<file path="config.mk">
export PLATFORM = sky130hd
export DESIGN_NAME = fetch_unit_flat
export DESIGN_NICKNAME = d
export VERILOG_FILES = /design/src/rtl/fetch_unit_pkg.sv /design/src/rtl/fetch_unit_if.sv /design/src/rtl/fetch_buf.sv /design/src/rtl/fetch_unit.sv /design/src/flat_wrapper.sv
export SDC_FILE = /design/constraint.sdc
export NUM_CORES = 1
export LEC_CHECK = 0
export ABC_AREA = 1
export ABC_CLOCK_PERIOD_IN_PS = 4940
export CAP_MARGIN = 20
export CORE_MARGIN = 1.5
export CORE_UTILIZATION = 34
export DETAILED_ROUTE_END_ITERATION = 10
export PLACE_DENSITY_LB_ADDON = 0.12
export SYNTH_ARGS = -nofsm -noshare
export SYNTH_HDL_FRONTEND = slang
export SYNTH_SLANG_ARGS = --single-unit
</file>
<file path="constraint.sdc">
create_clock -name clk -period 4.94 [get_ports clk]
set_input_delay 0.988 -clock clk [delete_from_list [all_inputs] [get_ports clk]]
set_output_delay 0.988 -clock clk [all_outputs]
set_load 0.1 [all_outputs]
</file>
<file path="src/rtl/fetch_unit_pkg.sv">
// Shared types and constants for the fetch unit slice.
package fetch_unit_pkg;

  localparam int unsigned INST_WIDTH = 32;
  localparam int unsigned PC_WIDTH   = 32;

  typedef enum logic [1:0] {
    FETCH_IDLE = 2'd0,
    FETCH_RUN  = 2'd1,
    FETCH_FULL = 2'd2
  } fetch_state_e;

  function automatic logic [PC_WIDTH-1:0] next_pc(input logic [PC_WIDTH-1:0] pc);
    return pc + 32'd1;
  endfunction

endpackage

</file>
<file path="src/rtl/fetch_unit_if.sv">
// Decode-side handshake between the fetch unit (master) and its consumer (slave).
interface fetch_unit_if
  import fetch_unit_pkg::*;
#(
  parameter int unsigned WIDTH = INST_WIDTH
);
  logic                out_valid;
  logic [WIDTH-1:0]    out_inst;
  logic [PC_WIDTH-1:0] out_pc;
  logic                out_ready;

  modport master (output out_valid, output out_inst, output out_pc, input out_ready);
  modport slave  (input out_valid, input out_inst, input out_pc, output out_ready);
endinterface

</file>
<file path="src/rtl/fetch_buf.sv">
// Two-entry FIFO of {pc, instruction} words with synchronous flush.
module fetch_buf #(
  parameter int unsigned DW    = 64,
  parameter int unsigned DEPTH = 2,
  localparam int unsigned CNT_W = $clog2(DEPTH + 1)
) (
  input  logic             clk,
  input  logic             rst_n,
  input  logic             push,
  input  logic             pop,
  input  logic             flush,
  input  logic [DW-1:0]    din,
  output logic [DW-1:0]    dout,
  output logic [CNT_W-1:0] count
);

  logic [DW-1:0] mem [2];
  logic          head;
  logic          tail;

  assign dout = mem[head];

  always_ff @(posedge clk or negedge rst_n) begin
    if (!rst_n) begin
      for (int unsigned i = 0; i < 2; i++) mem[i] <= '0;
      head  <= 1'b0;
      tail  <= 1'b0;
      count <= '0;
    end else if (flush) begin
      head  <= 1'b0;
      tail  <= 1'b0;
      count <= '0;
    end else begin
      // When full, tail aliases head; the popped slot is refilled on the same edge.
      if (push) begin
        mem[tail] <= din;
        tail      <= ~tail;
      end
      if (pop) head <= ~head;
      count <= count + CNT_W'(push) - CNT_W'(pop);
    end
  end

endmodule

</file>
<file path="src/rtl/fetch_unit.sv">
// Instruction fetch: sequential PC generation into a 2-entry buffer, with redirect flush.
module fetch_unit
  import fetch_unit_pkg::*;
#(
  parameter int unsigned WIDTH     = INST_WIDTH,
  parameter logic [31:0] RESET_PC  = 32'd0,
  parameter int unsigned BUF_DEPTH = 2
) (
  input  logic              clk,
  input  logic              rst_n,
  input  logic              en,
  input  logic              redirect_valid,
  input  logic [31:0]       redirect_pc,
  output logic [31:0]       imem_pc,
  input  logic [WIDTH-1:0]  imem_inst,
  fetch_unit_if.master      out_bus
);

  localparam int unsigned CNT_W = $clog2(BUF_DEPTH + 1);

  fetch_state_e      state;
  logic [31:0]       fetch_pc;
  logic              push;
  logic              pop;
  logic [CNT_W-1:0]  count;
  logic [CNT_W-1:0]  count_after;
  logic [WIDTH+31:0] head;

  assign imem_pc           = fetch_pc;
  assign out_bus.out_valid = (count != '0);
  assign out_bus.out_pc    = head[WIDTH+31:WIDTH];
  assign out_bus.out_inst  = head[WIDTH-1:0];

  always_comb begin
    pop         = out_bus.out_valid && out_bus.out_ready && !redirect_valid;
    push        = !redirect_valid && en && (state == FETCH_RUN) &&
                  ((count < CNT_W'(BUF_DEPTH)) || pop);
    count_after = count + CNT_W'(push) - CNT_W'(pop);
  end

  always_ff @(posedge clk or negedge rst_n) begin
    if (!rst_n) begin
      state    <= FETCH_IDLE;
      fetch_pc <= RESET_PC;
    end else if (redirect_valid) begin
      state    <= en ? FETCH_RUN : FETCH_IDLE;
      fetch_pc <= redirect_pc;
    end else begin
      if (push) fetch_pc <= next_pc(fetch_pc);
      case (state)
        FETCH_IDLE: if (en) state <= FETCH_RUN;
        FETCH_RUN: begin
          if (!en)
            state <= FETCH_IDLE;
          else if (!pop && count_after == CNT_W'(BUF_DEPTH))
            state <= FETCH_FULL;
        end
        FETCH_FULL: if (pop) state <= FETCH_RUN;
        default:    state <= FETCH_IDLE;
      endcase
    end
  end

  fetch_buf #(
    .DW    (WIDTH + 32),
    .DEPTH (BUF_DEPTH)
  ) u_buf (
    .clk   (clk),
    .rst_n (rst_n),
    .push  (push),
    .pop   (pop),
    .flush (redirect_valid),
    .din   ({imem_pc, imem_inst}),
    .dout  (head),
    .count (count)
  );

endmodule

</file>
<file path="src/flat_wrapper.sv">
// flat-port wrapper written by rule: the top's interface ports become plain ports
module fetch_unit_flat import fetch_unit_pkg::*;
#(
  parameter int unsigned WIDTH     = INST_WIDTH,
  parameter logic [31:0] RESET_PC  = 32'd0,
  parameter int unsigned BUF_DEPTH = 2
)
  (clk, rst_n, en, redirect_valid, redirect_pc, imem_pc, imem_inst, out_bus_out_valid, out_bus_out_inst, out_bus_out_pc, out_bus_out_ready);
  fetch_unit_if #(.WIDTH(WIDTH)) out_bus_i ();
  input  logic clk;
  input  logic rst_n;
  input  logic en;
  input  logic redirect_valid;
  input  logic [31:0] redirect_pc;
  output logic [31:0] imem_pc;
  input  logic [WIDTH-1:0] imem_inst;
  output wire logic [$bits(out_bus_i.out_valid)-1:0] out_bus_out_valid;
  output wire logic [$bits(out_bus_i.out_inst)-1:0] out_bus_out_inst;
  output wire logic [$bits(out_bus_i.out_pc)-1:0] out_bus_out_pc;
  input wire logic [$bits(out_bus_i.out_ready)-1:0] out_bus_out_ready;
  assign out_bus_out_valid = out_bus_i.out_valid;
  assign out_bus_out_inst = out_bus_i.out_inst;
  assign out_bus_out_pc = out_bus_i.out_pc;
  assign out_bus_i.out_ready = out_bus_out_ready;
  fetch_unit #(.WIDTH(WIDTH), .RESET_PC(RESET_PC), .BUF_DEPTH(BUF_DEPTH)) u_core (.clk(clk), .rst_n(rst_n), .en(en), .redirect_valid(redirect_valid), .redirect_pc(redirect_pc), .imem_pc(imem_pc), .imem_inst(imem_inst), .out_bus(out_bus_i));
endmodule
</file>
# Yosys cells after proc, flatten, opt, wreduce, memory -nomap -nowiden
# Cells that the tools add are included.
# op_classes
mux	20
n_reduce_logical	16
bitwise_logic	5
magnitude_cmp	4
eq_ne	6
add_sub_neg	3
# op_table
operator	count
$mux 64	4
$bwmux 128	1
$demux 64 s1	1
$mux 32	2
$add 32x1->32 const B	1
$mux 2	6
$logic_and 1x1->1	7
$pmux 2 s3	1
$reduce_bool 2->1	3
$mux 1	5
$eq 2x2->1 const B	2
$ge 2x2->1 const B	2
$ne 4x4->1 const B	1
$not 1->2	2
$ne 3x2->1 const B	1
$ne 3x3->1 const B	1
$not 1->1	3
$reduce_and 3->1	1
$add 2x1->2	1
$eq 2x1->1 const B	1
$logic_not 1->1	2
$logic_not 2->1	1
$lt 2x1->1 const B	1
$lt 2x2->1 const B	1
other kinds (3)	3
# totals
ff_bits	166
inputBits	69
word_cells	61
output_inout_bits	97

# Logic depth before layout (Yosys ltp)
# depth
ltp_word	13
depth_mapped	15
mapped_depth_nobuf	14

# Cells and area by module
# A second synthesis with hierarchy kept.
# unflattened
cells_unflattened	971
area_unflattened_um2	8745.9
# by_module_without_submodules
module	seq_area_each_um2	area_each_um2	n_inst	cells_each
fetch_buf	3303.2	6093.3	1	573
fetch_unit	850.8	2652.5	1	398

# Least setup slack after synthesis
# Ideal clock, no wire load.
# synth_timing
path_type	flip-flop to output port
from	register u_core.u_buf.head
to	output port out_bus_out_inst[14]
path_slack_ps	2260
path_stages_with_launch	6
required_ps	3952
t_arrival_ps	1692
path_buffers	2
cell_sequence	dfrtp_1 -> inv_1 -> clkbuf_1 -> clkbuf_1 -> nand2_1 -> nand2_1
# synth_between
elab_chain_cells	4
# synth_rtl
element	line	rtl
start: declaration	fetch_buf.sv:18	logic head;
start signal: assignment	fetch_buf.sv:39	if (pop) head <= ~head;
$not 1->2 (implied by the code)	fetch_buf.sv:21	assign dout = mem[head];
$mux 64 (implied by the code) (3 in series)	fetch_buf.sv:21	
end: declaration	flat_wrapper.sv:18	output wire logic [$bits(out_bus_i.out_inst)-1:0] out_bus_out_inst;
# No other way between the ends. The select of a mux whose other input is x is not followed.

# Worst setup path in the final report
# layout_timing
from	register u_core.u_buf.head
to	output port out_bus_out_pc[18]
# layout_between
elab_chain_cells	4
# layout_rtl
element	line	rtl
$not 1->2 (implied by the code)	fetch_buf.sv:21	
$mux 64 (implied by the code) (3 in series)	fetch_buf.sv:21	
end: declaration	flat_wrapper.sv:19	output wire logic [$bits(out_bus_i.out_pc)-1:0] out_bus_out_pc;
# No other way between the ends. The select of a mux whose other input is x is not followed.

==> impl_metrics.yaml <==
synthesis:
  postSynthAreaPerCell_um2: 7.667
  mappedNetlistArea_um2: 8702
  synth-seq-cells: 166
  yosysWarningCount: 0
  yosys.area.top_type: "dfrtp_1"
  synth_nets: 1207
  synth_cells: 1135
  synth_seq_area_share_pct: 47.74
  synth_top_area_share_pct: 47.74
  ys_types: 25
  ys_top_cells_by_area: "dfrtp_1 48%, nand2_1 23%, o21ai_2 8.9%, inv_1 4.3%, nand3_1 3.4%"
job:
  maxCapViolCount: 0
clock_network:
  clk_latency_ns: 0.43
  clock_path_buffers: 2
  cts_made_buffers: 17
  htree_levels: 4
  cts-root-buf: "clkbuf_16"
  clock-sinks: 166
  cts_resized: 0
  cts_setup_buffers: 0
  holdBufCountCts: 0
  path_clk_slew_ns: 0.08
  cts_tree: "built"
finish:
  diodes: 0
  post_route_cells_drive_above_1_share_pct: 11.02
  fin_cells: 1618
  multi_input_area_um2: 3770
  regArea_um2: 4155
  syn_to_final_growth_pct: 27.02
  final_util_pct: 43.89
  nets: 1348
  fill_cells: 2552
detailed_routing:
  viasPerCell: 4.552
  wl_mm: 22.82
  drt-initial-drc-count: 544
  dr.pass1.iters: 7
  vias: 7365
  wire_per_inst_um: 14.10
  drc_errors: 0
  antenna_left: 0
global_route:
  grt_pass1_wl_mm: 36.96
  grt_max_degree: 113
  grtUsageTotal_pct: 17.80
  grt_pass1_vias: 7046
  grt_antenna_before_repair: 0
  grt_overflow_total: 0
timing:
  setup_tns_ns: 0
  clock.fmax_ghz: 0.2600
  rsz0062_at_grt: "no"
  clock_skew_ns: 0.01477
  drv_slew: 0
  post-route-period-util_pct: 77.85
  min_period_ns: 3.846
  finalHoldViolations: 0
  finalSetupViolations: 0
  worst_slew_pin_slew_ns: 1.067
  max-slew-margin-rel_pct: 28.62
  final.setup.worst_slack_ns: 1.094
floorplanning:
  die_x_um: 163.0
  initial_core_util_pct: 34.56
  io_pins: 166
  std_cell_rows: 58
  die_h_um: 163.0
  fp.dieArea_um2: 26560
  core_area_um2: 25180
worst_setup_path:
  cp.arrival_ns: 2.86
  reg2regPathDepth: 10
  required_ns: 3.95
  critPathKind: "reg -> out"
  critPathMaxFanout: 64
  critPathLaunchType: "flip-flop"
  worstSetupEndpointType: "output pin"
place:
  dp_slack_ns: 1.224
  place.gp.congestion: 0.8230
  dp.cells: 1587
  hpwl_mm: 15.81
  port-buffer-count: 165
min_path:
  worstHoldPathCells: 2
  min_path_type: "reg -> reg"
status:
  status: "complete, no violations"
power:
  p_leak_nw: 5.419
  p_total_mw: 7.132
  peakVddDrop_uv: 320.5
  powerDensity_nw_per_um2: 645.2
[cell type report]
cell class | instances | area share (%)
Sequential cell | 166 | 37.59
Multi-Input combinational cell | 814 | 34.11
Timing Repair Buffer | 175 | 15.86
Clock buffer | 19 | 4.098
Tap cell | 330 | 3.736
Inverter | 102 | 3.509
Clock inverter | 12 | 1.098
[per-layer routing]
layer | global-route usage, % | share of wire, %
met3 | 2.878 | 4.1
met1 | 24.62 | 49
met2 | 29.23 | 46
met5 | 0 | 0
met4 | 3.920 | 0.84
[registers in the layout, indices dropped and copies added, names as in the netlist]
name	cells
u_core.u_buf.tail	1
u_core.state	2
u_core.u_buf.head	1
u_core.u_buf.count	2
u_core.imem_pc	32
u_core.u_buf.mem	128
[worst max-delay path: stages, from the launching register on]
cell	delay, ns
dfrtp_2	0.37
buf_4	0.60
nand2_1	0.10
nand2_1	0.15
clkdlybuf4s50_1	1.14
[synth_stat cells]
cell,instances
nand4_1,1
nand3b_1,1
buf_1,5
nand2_2,4
nand3_1,59
ha_1,3
nand2_1,528
o21ai_0,26
nor3_2,1
xor2_1,7
a21oi_1,3
o21ai_1,31
xnor2_1,2
nand3_2,1
clkbuf_1,17
nand2_4,1
buf_2,5
dfrtp_1,166
buf_6,26
inv_2,2
o21ai_2,88
nor2_1,56
inv_1,99
o211ai_1,2
inv_6,1
[report_power, final]
part / internal, mW / leakage [nW] / switching (mW)
registers: 1.84 / 2.11 / 0.289
logic: 0.909 / 3.04 / 2.79
clock network: 0.727 / 0.269 / 0.572
total: 3.48 / 5.42 / 3.65
[placed cells by master (no fill, tap or decap), types with 2 or more instances in the layout]
cell type / n
nand3_1: 59
xor2_1: 7
xnor2_1: 2
nand2_4: 3
nand2_1: 528
o211ai_1: 2
dfrtp_1: 165
o21ai_1: 31
clkinv_4: 3
clkbuf_8: 2
nand2_2: 2
clkdlybuf4s50_1: 164
clkbuf_16: 17
ha_1: 3
inv_6: 5
o21ai_2: 88
a21oi_1: 3
o21ai_0: 26
buf_4: 8
buf_12: 2
inv_2: 3
clkinvlp_4: 4
inv_1: 98
nor2_1: 56
[logic make-up (layout without fill, tap and decap cells)]
group	count (synthesis)	after routing	share of synthesized area, %
and+or+nand+nor	652	652	29.39
buffers and inverters	155	308	9.058
DFF	166	166	47.74
xor gates and xnor gates	9	9	0.9059
adders and majority gates	3	3	0.4314
AOI/OAI and AO/OA	150	150	12.48
[stage by stage]
stage          hold WS (ns)  cell area, um2
5_1_grt              0.4960           11050
3_5_place_dp         0.4672           10480
6_report             0.4803           11050
3_3_place_gp         0.4643           10480
4_1_cts              0.4835           11050
2_1_floorplan        0.4534            8702
[final timing paths]
kind,from,end,slack (ns)
worst max register to register,u_core.u_buf.count[1],u_core.u_buf.mem[68],2.60
worst min register to register,u_core.u_buf.mem[125],u_core.u_buf.mem[125],0.48
worst min-delay path,u_core.u_buf.mem[125],u_core.u_buf.mem[125],0.48
max in group asynchronous,rst_n,u_core.u_buf.mem[123],3.37
min in group asynchronous,rst_n,u_core.u_buf.mem[26],0.64
worst max-delay path,u_core.u_buf.head,out_bus_out_pc[18],1.09
No activity file was read; power rests on OpenSTA's default activity.
